<file path="src/rtl/dac_tx_if.sv">
// Sample-source handshake carrying 8 x 12-bit DAC samples per app_clk
// into dac_tx_sequencer.
interface dac_tx_if;
    logic        s_valid;
    logic        s_ready;
    logic [95:0] s_data;

    modport master (output s_valid, output s_data, input s_ready);
    modport slave  (input s_valid, input s_data, output s_ready);
endinterface

</file>
<file path="src/rtl/dac_tx_sequencer.sv">
// HSSIO DAC transmit sequencer: brings the 12-lane 8:1 interface up through reset,
// calibration and training, then transposes sample words into serializer lane words.
module dac_tx_sequencer #(
    parameter int unsigned TRAIN_CYCLES = 256,
    parameter logic [7:0]  TRAIN_PAT    = 8'h55,
    parameter logic [11:0] IDLE_CODE    = 12'h800,
    parameter logic [7:0]  STROBE_PAT   = 8'h81
) (
    input  logic        app_clk,
    input  logic        rst_in,
    input  logic        rst_seq_done,
    input  logic [5:0]  dly_rdy,
    input  logic [5:0]  vtc_rdy,
    input  logic        enable,
    dac_tx_if.slave     src,
    output logic [95:0] lane_data,
    output logic [7:0]  strobe_word,
    output logic [2:0]  state_o,
    output logic [15:0] underflow_cnt
);

    localparam logic [2:0] ST_RESET_WAIT = 3'd0;
    localparam logic [2:0] ST_CAL_WAIT   = 3'd1;
    localparam logic [2:0] ST_TRAIN      = 3'd2;
    localparam logic [2:0] ST_READY      = 3'd3;
    localparam logic [2:0] ST_STREAM     = 3'd4;

    localparam logic [15:0] TRAIN_LAST = 16'(TRAIN_CYCLES - 32'd1);

    // Sample j bit k goes to lane k bit (7-j), so sample 0 is serialized first.
    function automatic logic [95:0] transpose(input logic [95:0] samples);
        logic [95:0] lanes;
        lanes = 96'd0;
        for (int k = 0; k < 12; k++) begin
            for (int j = 0; j < 8; j++) begin
                lanes[8*k + 7 - j] = samples[12*j + k];
            end
        end
        return lanes;
    endfunction

    localparam logic [95:0] IDLE_LANES  = transpose({8{IDLE_CODE}});
    localparam logic [95:0] TRAIN_LANES = {12{TRAIN_PAT}};

    logic [2:0]  state_r;
    logic [2:0]  next_state_s;
    logic [15:0] train_cnt_r;
    logic [95:0] lane_r;
    logic [95:0] lane_next_s;
    logic [7:0]  strobe_r;
    logic [15:0] underflow_r;
    logic        cal_ok_s;
    logic        xfer_s;
    logic        starve_s;

    assign cal_ok_s      = (&dly_rdy) && (&vtc_rdy);
    assign src.s_ready   = (state_r == ST_STREAM) && enable;
    assign xfer_s        = src.s_ready && src.s_valid;
    assign starve_s      = (state_r == ST_STREAM) && !src.s_valid;
    assign lane_data     = lane_r;
    assign strobe_word   = strobe_r;
    assign state_o       = state_r;
    assign underflow_cnt = underflow_r;

    // Next-state: loss of the core reset sequence wins, then loss of calibration.
    always_comb begin
        next_state_s = state_r;
        if (!rst_seq_done) begin
            next_state_s = ST_RESET_WAIT;
        end else begin
            case (state_r)
                ST_RESET_WAIT: next_state_s = ST_CAL_WAIT;
                ST_CAL_WAIT: begin
                    if (cal_ok_s) next_state_s = ST_TRAIN;
                    else          next_state_s = ST_CAL_WAIT;
                end
                ST_TRAIN: begin
                    if (!cal_ok_s)                       next_state_s = ST_CAL_WAIT;
                    else if (train_cnt_r == TRAIN_LAST) next_state_s = ST_READY;
                    else                                 next_state_s = ST_TRAIN;
                end
                ST_READY: begin
                    if (!cal_ok_s)   next_state_s = ST_CAL_WAIT;
                    else if (enable) next_state_s = ST_STREAM;
                    else             next_state_s = ST_READY;
                end
                ST_STREAM: begin
                    if (!cal_ok_s)    next_state_s = ST_CAL_WAIT;
                    else if (!enable) next_state_s = ST_READY;
                    else              next_state_s = ST_STREAM;
                end
                default: next_state_s = ST_RESET_WAIT;
            endcase
        end
    end

    // Lane word selection from the current state and handshake.
    always_comb begin
        lane_next_s = IDLE_LANES;
        if (xfer_s) begin
            lane_next_s = transpose(src.s_data);
        end else if (state_r == ST_TRAIN) begin
            lane_next_s = TRAIN_LANES;
        end else begin
            lane_next_s = IDLE_LANES;
        end
    end

    // State, training counter, registered lane/strobe words and starvation count.
    always_ff @(posedge app_clk) begin
        if (rst_in) begin
            state_r     <= ST_RESET_WAIT;
            train_cnt_r <= 16'd0;
            lane_r      <= IDLE_LANES;
            strobe_r    <= 8'h00;
            underflow_r <= 16'd0;
        end else begin
            state_r <= next_state_s;
            lane_r  <= lane_next_s;
            if ((state_r == ST_CAL_WAIT) && (next_state_s == ST_TRAIN)) begin
                train_cnt_r <= 16'd0;
            end else if (state_r == ST_TRAIN) begin
                train_cnt_r <= train_cnt_r + 16'd1;
            end else begin
                train_cnt_r <= train_cnt_r;
            end
            if ((next_state_s == ST_TRAIN) || (next_state_s == ST_STREAM)) begin
                strobe_r <= STROBE_PAT;
            end else begin
                strobe_r <= 8'h00;
            end
            if (starve_s && (underflow_r != 16'hFFFF)) begin
                underflow_r <= underflow_r + 16'd1;
            end else begin
                underflow_r <= underflow_r;
            end
        end
    end

endmodule

</file>
<file path="src/flat_wrapper.sv">
// flat-port wrapper written by rule: the top's interface ports become plain ports
module dac_tx_sequencer_flat 
#(
    parameter int unsigned TRAIN_CYCLES = 256,
    parameter logic [7:0]  TRAIN_PAT    = 8'h55,
    parameter logic [11:0] IDLE_CODE    = 12'h800,
    parameter logic [7:0]  STROBE_PAT   = 8'h81
)
  (app_clk, rst_in, rst_seq_done, dly_rdy, vtc_rdy, enable, lane_data, strobe_word, state_o, underflow_cnt, src_s_valid, src_s_data, src_s_ready);
  dac_tx_if src_i ();
  input  logic app_clk;
  input  logic rst_in;
  input  logic rst_seq_done;
  input  logic [5:0] dly_rdy;
  input  logic [5:0] vtc_rdy;
  input  logic enable;
  output logic [95:0] lane_data;
  output logic [7:0] strobe_word;
  output logic [2:0] state_o;
  output logic [15:0] underflow_cnt;
  input wire logic [$bits(src_i.s_valid)-1:0] src_s_valid;
  input wire logic [$bits(src_i.s_data)-1:0] src_s_data;
  output wire logic [$bits(src_i.s_ready)-1:0] src_s_ready;
  assign src_i.s_valid = src_s_valid;
  assign src_i.s_data = src_s_data;
  assign src_s_ready = src_i.s_ready;
  dac_tx_sequencer #(.TRAIN_CYCLES(TRAIN_CYCLES), .TRAIN_PAT(TRAIN_PAT), .IDLE_CODE(IDLE_CODE), .STROBE_PAT(STROBE_PAT)) u_core (.app_clk(app_clk), .rst_in(rst_in), .rst_seq_done(rst_seq_done), .dly_rdy(dly_rdy), .vtc_rdy(vtc_rdy), .enable(enable), .src(src_i), .lane_data(lane_data), .strobe_word(strobe_word), .state_o(state_o), .underflow_cnt(underflow_cnt));
endmodule
</file>
<file path="config.mk">
export PLATFORM = sky130hd
export DESIGN_NAME = dac_tx_sequencer_flat
export DESIGN_NICKNAME = d
export VERILOG_FILES = /design/src/rtl/dac_tx_if.sv /design/src/rtl/dac_tx_sequencer.sv /design/src/flat_wrapper.sv
export SDC_FILE = /design/constraint.sdc
export NUM_CORES = 1
export LEC_CHECK = 0
export CORE_ASPECT_RATIO = 1.75
export CORE_MARGIN = 1.5
export CORE_UTILIZATION = 39
export DETAILED_ROUTE_END_ITERATION = 12
export PLACE_DENSITY = 0.86
export SLEW_MARGIN = 20
export SYNTH_ARGS = -nofsm -noshare
export SYNTH_HDL_FRONTEND = slang
export SYNTH_SLANG_ARGS = --single-unit
</file>
<file path="constraint.sdc">
create_clock -name app_clk -period 2.5 [get_ports app_clk]
set_input_delay 0.375 -clock app_clk [delete_from_list [all_inputs] [get_ports app_clk]]
set_output_delay 0.375 -clock app_clk [all_outputs]
set_load 0.02 [all_outputs]
</file>
== Yosys cells after proc, flatten, opt, wreduce, memory -nomap -nowiden ==
Index checks and enable logic that the tools add are counted.

* Bits in registers: 139
* Bits of input ports: 113
* Logic and storage cells: 38

* Reductions and logical operators: 13
* Equal/unequal tests: 8
* $add $sub $neg: 2
* Muxes and demuxes: 10

{| class="wikitable"
|+ Operators with widths
! cell !! number
|-
| 96-bit 2-to-1 mux || 2
|-
| 16-bit by 1-bit adder with 16-bit output (second input constant) || 2
|-
| 16-bit by 8-bit equality test with 1-bit output (second input constant) || 1
|-
| 16-bit inequality test (second input constant) || 1
|-
| 3-bit 2-to-1 mux || 4
|-
| 3-bit one-hot mux with 4 select lines || 1
|-
| 6-bit AND reduction || 2
|-
| 3-bit by 2-bit equality test with 1-bit output (second input constant) || 3
|-
| 8-bit 2-to-1 mux || 1
|-
| 3-bit equality test (second input constant) || 2
|-
| 1-bit logical AND || 6
|-
| 2-bit OR reduction || 2
|-
| 3-bit by 1-bit equality test with 1-bit output (second input constant) || 1
|-
| 3-bit logical NOT || 1
|-
| 2-bit 2-to-1 mux || 1
|-
| 1-bit logical NOT || 1
|-
| 1-bit logical OR || 1
|-
| 1-bit 2-to-1 mux || 1
|}

== Logic depth before layout (Yosys ltp) ==
Gate-level depths: netlist of the first run.

* Word-level depth: 8
* Mapped depth: 7
* Mapped depth without buffers: 5

== Least setup slack after synthesis of the first run ==
No wires, ideal clock.

* Path type: register to register
* Start: register u_core.state_r[1], in the netlist u_core.state_o[1]
* End: register u_core.train_cnt_r[11]
* Path buffers: 2
* Data required time: 2.429 ns
* Arrival: 2.074 ns
* Cell stages (with the launch flop): 7
* Slack: 0.355 ns
* Clock period less this slack: 2.145 ns
* Path through: dfxtp_1 -> buf_4 -> or3b_1 -> or4_1 -> buf_2 -> or3_1 -> a21oi_1

* Longest elaborated chain between the ends: 7
* Elaborated cells on any way between the ends: 11

{| class="wikitable"
|+ RTL lines
! what !! RTL line !! RTL
|-
| start: declaration || dac_tx_sequencer.sv:45 || <nowiki>logic [2:0] state_r;</nowiki>
|-
| start signal: assignment || dac_tx_sequencer.sv:118 || <nowiki>state_r <= next_state_s;</nowiki>
|-
| 3-bit by 2-bit equality test with 1-bit output / 3-bit equality test (equally long branches) || dac_tx_sequencer.sv:71 || <nowiki>case (state_r)</nowiki>
|-
| 2-bit OR reduction (no line) || -- ||
|-
| 3-bit one-hot mux with 4 select lines || dac_tx_sequencer.sv:71 ||
|-
| 3-bit 2-to-1 mux || dac_tx_sequencer.sv:68 || <nowiki>if (!rst_seq_done) begin</nowiki>
|-
| 3-bit by 2-bit equality test with 1-bit output || dac_tx_sequencer.sv:120 || <nowiki>if ((state_r == ST_CAL_WAIT) && (next_state_s == ST_TRAIN)) begin</nowiki>
|-
| 1-bit logical AND || dac_tx_sequencer.sv:120 ||
|-
| 2-bit OR reduction (no line) || -- ||
|-
| end signal: assignment || dac_tx_sequencer.sv:123 || <nowiki>train_cnt_r <= train_cnt_r + 16'd1;</nowiki>
|-
| end signal: assignment || dac_tx_sequencer.sv:125 || <nowiki>train_cnt_r <= train_cnt_r;</nowiki>
|-
| end: declaration || dac_tx_sequencer.sv:47 || <nowiki>logic [15:0] train_cnt_r;</nowiki>
|}

Several ways; a longest one is shown, not always the timed one.
A chain may end at the register's enable or synchronous reset.

== Worst setup path in the final report of the first run ==
* Start: register u_core.state_r[1], in the netlist u_core.state_o[1]
* End: output port src_s_ready

* Longest elaborated chain between the ends: 2

{| class="wikitable"
|+ RTL lines
! what !! RTL line !! RTL
|-
| 3-bit equality test || dac_tx_sequencer.sv:57 || <nowiki>assign src.s_ready = (state_r == ST_STREAM) && enable;</nowiki>
|-
| 1-bit logical AND || dac_tx_sequencer.sv:57 ||
|-
| end: declaration || flat_wrapper.sv:23 || <nowiki>output wire logic [$bits(src_i.s_ready)-1:0] src_s_ready;</nowiki>
|}

No other way between the ends.

==> results.cfg, run 1 <==
[logic_synthesis]
ys_top_cells_by_area = dfxtp_1 (58%), a21o_1 (7.2%), and2_1 (6.0%)
synth_ff_type = dfxtp_1
synth_top_area_frac = 0.575
synthSimpleGateAreaFrac = 0.214
synthMuxAreaShare = 0.0193
synth-edff-count = 0
netlist_instances = 444
synth_xor_area_frac = 0.0210
synthAdderAreaFrac = 0.00545
syn-mean-instance-area_um2 = 10.3
ys_ff_latch = 132
syn-cell-area_mm2 = 0.00459
yosys_warnings = 0
ys_types = 45
yosysSeqAreaShare = 0.575
synth_compound_area_frac = 0.127
async_flop_share = 0
synth_top_family_by_area = simple AND/OR/NAND/NOR gates
synth_top_area_cell = dfxtp_1

[die]
coreArea_mm2 = 0.0115
die_width_um = 85.0
boundaryPins = 237
start_util = 0.399
fp-row-count = 52
dieArea_mm2 = 0.0125
die_h_um = 147

[finish]
mostFrequentLayoutCells = clkdlybuf4s50_1 (230), dfxtp_1 (132), and2_1 (44), a21o_1 (44), nor2_1 (27)
seq_area_mm2 = 0.00264
nNetsFinal = 793
n_antenna_cell = 0
fill_cells = 847
syn_to_final_growth_pct = 66.0
multi_input_area_mm2 = 0.00182
layout_commonest_cell = clkdlybuf4s50_1
final_layout_size_suffix_gt1_frac = 0.0796

[clock_network]
root_buffer = clkbuf_16
cts_made_buffers = 17
post_cts_buffers = 0
clk_latency_ps = 410
clockBufferDepth = 2
ctsResizeCount = 0
cts_tree = built
clk_pin_slew_ps = 50
cts.sinks = 132
htree_levels = 4
cts_hold_buffers = 0

[timing]
hold_viol_final = 0
maxSlewViolCount = 0
tns_ps = 0
min_period_over_period = 0.898
relSlewSlack = 0.316
skew_ps = 10.1
grt_setup_unrepaired = false
finalCriticalPeriod_ps = 2240
clock.fmax_mhz = 446
holdWs_ps = 509
tightest_slew_ps = 1020
setup_viol = 0

[detailed_routing]
ant_nets = 0
drt_pass1_iterations = 8
vias_per_cell = 5.01
drtIter0Drc = 142
drcViolationCount = 9
wl_per_cell_um = 16.5
via_count = 4138
wl_um = 13700

[status]
failed_checks = DRC
status = finished, violations left

[setup_path]
path_cells = buf_4 > nor2_1 > and3_1 > clkdlybuf4s50_1
cp.arrival_ps = 1870
cp_max_fo = 9
start_kind = register
crit_slowest_cell = clkdlybuf4s50_1
end_kind = output port
worstPathRequired_ps = 2120
cp_num_buf_inv = 2
cpPeakStageDelay_ps = 600
cp_top_family = buffers and inverters
path_class = reg2out

[grt]
antenna_found_initial = 0
overflow = 0
grt_pass1_wl_um = 21200
grt_pass1_vias = 4353
grt_max_degree = 89
grt_usage = 0.222

[place]
gp_congestion = 0.856
portBuffers = 230
place_hpwl_um = 10100

[pwr]
vdd_drop_max_v = 0.000460
powerDensity_mw_per_mm2 = 624
p_leak_nw = 3.21

[min_path]
hold_class = reg2reg

[run]
maxCapViolations = 0
[routing by layer]
metal,vias to the layer above,track usage,part of all wire
met5,-,0,0
met4,0,0.127,0.039
met3,34,0.0972,0.10
met2,194,0.403,0.53
met1,1917,0.199,0.32
li1,1993,-,-
[cell usage after synthesis, types with 2 or more instances]
master    count
a21o_1       44
a21oi_1      20
and2_1       44
and3_1        4
and4_1        3
buf_2         4
buf_4         8
clkbuf_1     19
dfxtp_1     132
ha_1          2
inv_1         4
mux2_2        7
nand2_1      16
nand2b_1      3
nand3_1      10
nand4_1      11
nor2_1       29
nor2b_1       8
nor3_1        5
nor4_1        6
o21ai_0       6
o21bai_1      5
o31ai_1       5
or2_2         2
or3_1        12
or4_1         7
xnor2_1       9
xor2_1        2
[metrics by stage]
step                      utilization  instances  setup slack [ps]  total power, mW  cell area [µm²]
after floorplan                     -        449               355             2.19             4610
after global placement          0.611        794               348             2.37             7040
after detailed placement        0.611        794               261             2.37             7040
after CTS                       0.662        826               242             4.81             7620
after global routing            0.662        826               160             4.91             7620
final                           0.662        826               256             4.75             7620
[final timing paths]
check | start | to | slack (ps) | depth (start not counted)
setup / recovery | u_core.state_o[1] | src_s_ready | 260 | 4
hold / removal | u_core.underflow_cnt[9] | u_core.underflow_cnt[9] | 510 | 2
setup reg to reg | u_core.state_o[2] | u_core.train_cnt_r[11] | 370 | 4
hold reg to reg | u_core.underflow_cnt[9] | u_core.underflow_cnt[9] | 510 | 2
[worst min-delay path: stages (launching register included)]
cell and delay (ps):
dfxtp_1 330, o31ai_1 70, a21oi_1 60
[sequential cells by signal (all words and copies together) (netlist names)]
register,count
u_core.lane_data,96
u_core.train_cnt_r,16
u_core.underflow_cnt,16
u_core.state_o,3
u_core.strobe_word,1
[where the power goes]
group,switching [mW],leakage (nW),internal [mW]
registers,0.000339,1.06,2.10
logic,0.0575,1.86,0.163
clock network,0.948,0.285,1.48
[layout make-up]
cell class | count | area share
inverters | 4 | 0.00197
clock buffers | 18 | 0.0563
well taps | 135 | 0.0222
clock inverters | 14 | 0.0200
repair buffers | 241 | 0.314
flip-flops and latches | 132 | 0.347
multi-input cells | 282 | 0.238
[logic make-up (layout without fill, tap and decap cells)]
family | count (synthesis) | after routing
compound gates | 86 | 86
other cells | 1 | 6
xor+xnor | 11 | 11
mux | 8 | 8
simple gates | 169 | 169
flops | 132 | 132
buf+inv | 35 | 277
fa+ha+maj | 2 | 2
No activity file was read; power rests on OpenSTA's default activity.
==> run 2: changes to the inputs <==
CTS_CLUSTER_DIAMETER = 60   (was unset)
==> results of run 2 <==
Same layout as run 1: the final DEF is identical, and so are final timing and power.
==> variant (config.mk and constraints of run 1) <==
Register the output `underflow_cnt` once more, with the module's reset; this adds one clock of latency there. The other outputs are not delayed to match.
--- a/src/rtl/dac_tx_sequencer.sv
+++ b/src/rtl/dac_tx_sequencer.sv
@@ -60,7 +60,13 @@
     assign lane_data     = lane_r;
     assign strobe_word   = strobe_r;
     assign state_o       = state_r;
-    assign underflow_cnt = underflow_r;
+    always_ff @(posedge app_clk) begin
+        if (rst_in) begin
+            underflow_cnt <= '0;
+        end else begin
+            underflow_cnt <= underflow_r;
+        end
+    end
 
     // Next-state: loss of the core reset sequence wins, then loss of calibration.
     always_comb begin
Formal check against the unedited RTL: same outputs for any inputs over 10 cycles, from zero or initial values and one cycle with rst_in high; that may be too few to reach the edited logic, so the function may still have changed.
==> variant against run 1 <==
  * Cell count grew 9.1%
  * Largest cell class unchanged
  * Total power grew 5.9%
  * Largest power group unchanged
  * Design area grew 6.7%
  * Sequential power grew 12%
  * Wire length grew 2.2%
  * Sequential cell count grew 16
  * Area after synthesis grew 8.3%
  * Global-route usage shrank 0.92 points
  * Setup slack gained 6.8 ps
==> variant: results <==
<?xml version="1.0" encoding="UTF-8"?>
<metrics>
  <group name="outcome">
    <metric name="run_status" unit="">finished clean</metric>
  </group>
  <group name="final_layout">
    <metric name="fin_nets" unit="">835</metric>
    <metric name="clock_area_share" unit="%">7.07</metric>
    <metric name="layout.nonclk_buf_share" unit="%">30.5</metric>
    <metric name="seq_area_share" unit="%">36.4</metric>
    <metric name="nFillCells" unit="">954</metric>
    <metric name="post_route_cells_drive_above_1_share" unit="%">8.87</metric>
    <metric name="layout.comb_gates.multi_input" unit="">296</metric>
    <metric name="non_clock_buffer_count" unit="">251</metric>
  </group>
  <group name="grt">
    <metric name="global_route.usage.met2" unit="%">40.2</metric>
    <metric name="via_count_of_the_first_global_routing_pass" unit="">4540</metric>
    <metric name="grt.met1_usage" unit="%">19.5</metric>
    <metric name="grt.total_usage" unit="%">21.3</metric>
    <metric name="grt_max_degree" unit="">53</metric>
  </group>
  <group name="sta">
    <metric name="maxSlewHeadroom" unit="%">49.4</metric>
    <metric name="final.setup_skew" unit="ps">10.9</metric>
  </group>
  <group name="placed_design">
    <metric name="detailed_place_hpwl" unit="µm">10500</metric>
    <metric name="place_congestion" unit="">0.866</metric>
  </group>
  <group name="route">
    <metric name="met1_layer_wirelength_in_the_final_routing" unit="µm">4630</metric>
    <metric name="num_vias" unit="">4336</metric>
    <metric name="routed-wl-met3" unit="µm">940</metric>
    <metric name="detailroute.wirelength.met2" unit="µm">7910</metric>
  </group>
  <group name="synthesis">
    <metric name="seq_area_frac_synth" unit="%">59.6</metric>
    <metric name="synth.top_cells.by_count" unit="">dfxtp_1, a21o_1, and2_1, nor2_1, clkbuf_1</metric>
    <metric name="yosysUniqueCellTypes" unit="">44</metric>
    <metric name="synthesis_stage_register_bit_count" unit="">148</metric>
    <metric name="synth_adder_area_share" unit="%">0.503</metric>
  </group>
  <group name="setup_path">
    <metric name="crit_path_max_fanout" unit="">13</metric>
  </group>
  <group name="pwr">
    <metric name="worst_vdd_rail_ir_drop" unit="mV">0.439</metric>
  </group>
</metrics>
==> variant: cell count changes after synthesis, sizes merged, moves of 5 or more <==
| cell | delta |
|---|---|
| dfxtp | +16 |
| nor2 | +10 |
| or4 | -5 |
| nor3 | +12 |
| nor2b | +6 |
| o31ai | -5 |
| a21oi | -13 |
==> variant: power groups by stage <==
| stage | Combinational [mW] | Clock, mW | Sequential (mW) |
|---|---|---|---|
| final | 0.226 | 2.45 | 2.36 |
| after CTS | 0.226 | 2.52 | 2.36 |
| after floorplan | 0.0404 | 0 | 2.41 |
| after global routing | 0.239 | 2.61 | 2.36 |
| after global placement | 0.219 | 0 | 2.41 |
| after detailed placement | 0.225 | 0 | 2.41 |
==> variant: worst paths after layout <==
path                            slack [ps]             startpoint                     end  depth (start not counted)
worst max-delay path                   260      u_core.state_o[1]             src_s_ready                          4
worst min-delay path                   510  u_core.train_cnt_r[1]   u_core.train_cnt_r[1]                          2
worst max register to register         310      u_core.state_o[1]  u_core.underflow_r[15]                          5
worst min register to register         510  u_core.train_cnt_r[1]   u_core.train_cnt_r[1]                          2
==> variant: metrics by stage <==
| step | worst slack (ps) | instance area (µm²) | utilization [%] | TNS [ps] | cells |
|---|---|---|---|---|---|
| floorplan | 222 | 4990 | - | 0 | 481 |
| global placement | -119 | 7550 | 60.8 | -218 | 869 |
| detailed placement | -143 | 7550 | 60.8 | -269 | 869 |
| CTS | 34.4 | 8130 | 65.4 | 0 | 901 |
| global route | 135 | 8140 | 65.5 | 0 | 901 |
| finish | 263 | 8140 | 65.5 | 0 | 901 |
==> variant: critical path: cells and delay by family, from the launching register on <==
family	cells	cell delay, ps
simple gates	2	350
flops	1	310
buf+inv	2	790
